### src/rtl/pipe_pkg.sv
// Shared types for the valid/ready skid pipeline stage.
package pipe_pkg;

  // Occupancy of the stage: nothing held, main entry only, or main plus skid entry.
  typedef enum logic [1:0] {
    SKID_EMPTY = 2'b00,
    SKID_ONE   = 2'b01,
    SKID_FULL  = 2'b10
  } skid_state_t;

endpackage

### src/rtl/skid_entry.sv
// One storage entry of the skid stage: a LENGTH-bit register that loads on
// demand and clears asynchronously while reset is low.
module skid_entry #(
  parameter int LENGTH = 5
) (
  input  logic              clk,
  input  logic              reset,
  input  logic              load,
  input  logic [LENGTH-1:0] d,
  output logic [LENGTH-1:0] q
);

  // Hold the payload until told to load; reset wipes it immediately.
  always_ff @(posedge clk or negedge reset) begin
    if (!reset) begin
      q <= '0;
    end else if (load) begin
      q <= d;
    end
  end

endmodule

### src/rtl/pipe_skid_stage.sv
// Valid/ready pipeline register with a one-entry skid buffer. in_ready depends
// only on the state flops, so the consumer's ready never reaches the producer
// combinationally, and back-to-back transfers still run at one per cycle.
module pipe_skid_stage
  import pipe_pkg::*;
#(
  parameter int LENGTH = 5
) (
  input  logic              clk,
  input  logic              reset,
  input  logic              flush,
  input  logic              in_valid,
  output logic              in_ready,
  input  logic [LENGTH-1:0] in_data,
  output logic              out_valid,
  input  logic              out_ready,
  output logic [LENGTH-1:0] out_data
);

  skid_state_t       state;
  skid_state_t       state_next;
  logic              in_xfer;
  logic              out_xfer;
  logic              main_load;
  logic              skid_load;
  logic [LENGTH-1:0] main_d;
  logic [LENGTH-1:0] main_q;
  logic [LENGTH-1:0] skid_q;

  assign out_valid = (state != SKID_EMPTY);
  assign in_ready  = (state != SKID_FULL);
  assign out_data  = main_q;

  assign in_xfer  = in_valid & in_ready;
  assign out_xfer = out_valid & out_ready;

  // The main entry refills from the skid entry when draining FULL, otherwise
  // from the producer; a flush suppresses every load so squashed data never lands.
  always_comb begin
    main_load = 1'b0;
    skid_load = 1'b0;
    main_d    = in_data;
    unique case (state)
      SKID_EMPTY: main_load = in_xfer;
      SKID_ONE: begin
        main_load = in_xfer & out_xfer;
        skid_load = in_xfer & ~out_xfer;
      end
      SKID_FULL: begin
        main_load = out_xfer;
        main_d    = skid_q;
      end
      default: ;
    endcase
    if (flush) begin
      main_load = 1'b0;
      skid_load = 1'b0;
    end
  end

  // Occupancy tracking; flush always returns the stage to empty.
  always_comb begin
    state_next = state;
    unique case (state)
      SKID_EMPTY: if (in_xfer) state_next = SKID_ONE;
      SKID_ONE: begin
        if (in_xfer && !out_xfer)      state_next = SKID_FULL;
        else if (!in_xfer && out_xfer) state_next = SKID_EMPTY;
      end
      SKID_FULL: if (out_xfer) state_next = SKID_ONE;
      default: state_next = SKID_EMPTY;
    endcase
    if (flush) begin
      state_next = SKID_EMPTY;
    end
  end

  // State register, cleared asynchronously so held data is dropped at once.
  always_ff @(posedge clk or negedge reset) begin
    if (!reset) begin
      state <= SKID_EMPTY;
    end else begin
      state <= state_next;
    end
  end

  skid_entry #(.LENGTH(LENGTH)) u_main (
    .clk   (clk),
    .reset (reset),
    .load  (main_load),
    .d     (main_d),
    .q     (main_q)
  );

  skid_entry #(.LENGTH(LENGTH)) u_skid (
    .clk   (clk),
    .reset (reset),
    .load  (skid_load),
    .d     (in_data),
    .q     (skid_q)
  );

  a_state_legal: assert property (@(posedge clk) disable iff (!reset)
    state inside {SKID_EMPTY, SKID_ONE, SKID_FULL});

  a_not_ready_full: assert property (@(posedge clk) disable iff (!reset)
    !in_ready |-> state == SKID_FULL);

endmodule

### config.mk
export PLATFORM = sky130hd
export DESIGN_NAME = pipe_skid_stage
export DESIGN_NICKNAME = d
export VERILOG_FILES = /design/src/rtl/pipe_pkg.sv /design/src/rtl/skid_entry.sv /design/src/rtl/pipe_skid_stage.sv
export SDC_FILE = /design/constraint.sdc
export NUM_CORES = 1
export LEC_CHECK = 0
export CORE_AREA = 4 4 41 43
export DETAILED_ROUTE_END_ITERATION = 10
export DIE_AREA = 0 0 45 47
export GPL_ROUTABILITY_DRIVEN = 0
export PLACE_DENSITY = 0.83
export SLEW_MARGIN = 20
export SYNTH_ARGS = -nofsm -noshare
export SYNTH_HDL_FRONTEND = slang
export SYNTH_SLANG_ARGS = --single-unit
### constraint.sdc
create_clock -name clk -period 2.7 [get_ports clk]
set_input_delay 0.54 -clock clk [delete_from_list [all_inputs] [get_ports clk]]
set_output_delay 0.54 -clock clk [all_outputs]
set_load 0.1 [all_outputs]
==> impl_metrics.csv <==
group,metric,value,unit
sta,whs,510,ps
floorplan,num_rows,13,
power,power.total,0.606,mW
sta,maxSlewHeadroom,64.0,%
floorplan,core,1300,um^2
sta,finalCriticalPeriod,1950,ps
hold_path,hp-class,"reg2reg",
route,wl,1190,um
global_routing,grt_pass1_wl,1920,um
cts,path_clk_slew,80,ps
cts,cts_sinks,12,
route,vias,418,
route,drtAntennaViolNets,0,
cts,cts_hold_buf,0,
floorplan,die_h,47,um
sta,rsz0062_at_grt,"false",
cts,cts_tree,"built",
layout,n_antenna_cell,0,
floorplan,dieArea,2120,um^2
global_routing,grt_max_degree,13,
floorplan,die_w,45,um
hold_path,hp-start,"u_skid.q[1]",
route,drc_errors,0,
synthesis,synth_area_per_cell,14.3,um^2
route,vias_per_cell,5.43,
synthesis,ys_seq_elements,12,
power,ir_drop,398,uV
layout,multiInputGateArea,305,um^2
status,status,"complete, no violations",
layout,fin_nets,74,
synthesis,synthSimpleGateAreaFrac,9.74,%
floorplan,io_pins,17,
sta,report.final.hold_viol_count,0,
cts,worstSkewPairLatency,280,ps
sta,fmax,513,MHz
synthesis,synth_cell_types,17,
critical_path,reg2reg_to,"u_main.q[2]",
sta,slew_violations,0,
sta,fin_ws,750,ps
synthesis,ys_seq_area_share,48.7,%
cts,cts_htree_levels,1,
layout,synthToLayoutAreaGrowth,29.2,%
cts,post-cts-setup-buffers,0,
synthesis,netlist_instances,43,
synthesis,synthMuxAreaShare,32.7,%
critical_path,cp.arrival,1410,ps
critical_path,crit_required,2160,ps
route,dr.pass1.iters,4,
global_routing,grt-ovfl-total,0,
global_routing,grt_pass1_vias,423,
synthesis,synth_nets,53,
layout,regArea,300,um^2
synthesis,syn_area,617,um^2
floorplan,initial_utilization,47.4,%
synthesis,synth_top_family_by_area,"multiplexers",
sta,finalCritPeriodShare,72.2,%
critical_path,ff2ff_path_depth,4,
layout,fillers,110,
synthesis,synth_xor_area_share,0,%
critical_path,r2r_slack,1050,ps
synthesis,synthAdderAreaFrac,0,%
route,routedWlPerCell,15.5,um
critical_path,cp-end-kind,"output port",
sta,finClkSkew,4.62,ps
power,leakage,0.363,nW
cts,ctsResizeCount,0,
sta,fin_setup_tns,0,ps
sta,setup_viol,0,
sta,tightest_slew,539,ps
placed_design,dp_hpwl,915,um
critical_path,r2r-start,"state[0]",
global_routing,grtUsageTotal,13.5,%
placed_design,portBuffers,16,
hold_path,min_path_cells,1,
synthesis,synth_compound_area_share,7.10,%
cts,cts_made_buffers,3,
hold_path,hold_end,"u_skid.q[1]",
critical_path,cp-start-kind,"flop",
layout,drive_above_1_share,48.4,%
flow_run,maxCapViolations,0,
power,power_density,760,nW/um^2
synthesis,yosys_warnings,0,
cts,cts-root-buf,"clkbuf_4",
cts,cts_buffer_depth,2,
placed_design,pre_cts_slack,615,ps
route,drt-initial-drc-count,1,
critical_path,setup.worst_path.class,"reg2out",
global_routing,antenna_found_initial,0,
critical_path,critPathMaxFanout,7,
## area by class of cell
class / count / share of cell area, %
sequential: 12 / 37.7
timing repair buffer: 17 / 18.8
clock buffer: 3 / 2.83
tap: 15 / 2.35
multi-input combinational: 30 / 38.3
## worst max path at each step
stage	from	endpoint	slack, ps	cells after the start
finish	state[0]	in_ready	750	2
global route	state[0]	in_ready	660	2
CTS	state[0]	in_ready	750	2
detailed placement	out_ready	u_main.q[1]	610	4
global placement	out_ready	u_main.q[3]	670	4
floorplan	state[0]	u_main.q[1]	1180	4
## cell usage after synthesis, drive strengths merged
| cell | number | share of area [%] |
|---|---|---|
| nand3 | 1 | 0.81 |
| buf | 1 | 1.8 |
| and2b | 1 | 1.2 |
| nand2b | 1 | 1.0 |
| o31ai | 1 | 3.4 |
| mux2i | 1 | 1.6 |
| a21boi | 1 | 1.2 |
| or2 | 1 | 1.0 |
| nand4bb | 1 | 1.8 |
| a21oi | 1 | 0.81 |
| nor2 | 2 | 1.2 |
| or3b | 1 | 1.4 |
| nand2 | 2 | 1.2 |
| o21ba | 1 | 1.6 |
| dfrtp | 12 | 49 |
| mux2 | 15 | 31 |
## through the flow
step	area, um^2	utilization [%]	cells
after floorplan	617	-	43
after global placement	774	59.5	74
after detailed placement	774	59.5	74
after CTS	797	61.3	77
after global routing	797	61.3	77
final	797	61.3	77
## where the power goes
part,switching (mW),leakage [nW],total [mW],internal [mW]
sequential,0.0228,0.147,0.242,0.219
combinational,0.170,0.202,0.252,0.0816
clock,0.0603,0.0138,0.112,0.0517
## metal layers
layer | GRT usage [%] | routed length [um] | up-vias
li1 | - | - | 197
met1 | 16.6 | 463 | 204
met2 | 21.8 | 629 | 15
met3 | 2.68 | 77 | 2
met4 | 8.77 | 21 | 0
met5 | 0 | 0 | -
## cell families after synthesis
family,after synthesis
and+or+nand+nor,10
AOI/OAI and AO/OA,4
DFF,12
buffers and inverters,1
muxes,16
## critical path: stages, from the launching register on
cell      delay, ps
dfrtp_1         480
nand2b_1        300
buf_4           350
## layout by cell type, fill, tap and decap left out, drive strengths merged, types with 2 or more instances in the layout
master	instances
mux2	15
nand2	2
nor2	2
clkdlybuf4s50	9
buf	8
dfrtp	12
clkbuf	3
## sequential cells by signal (all words and copies together) (netlist names)
| name | count |
|---|---|
| u_main.q | 5 |
| u_skid.q | 5 |
| state | 2 |
Power figures use the tool's default switching activity.
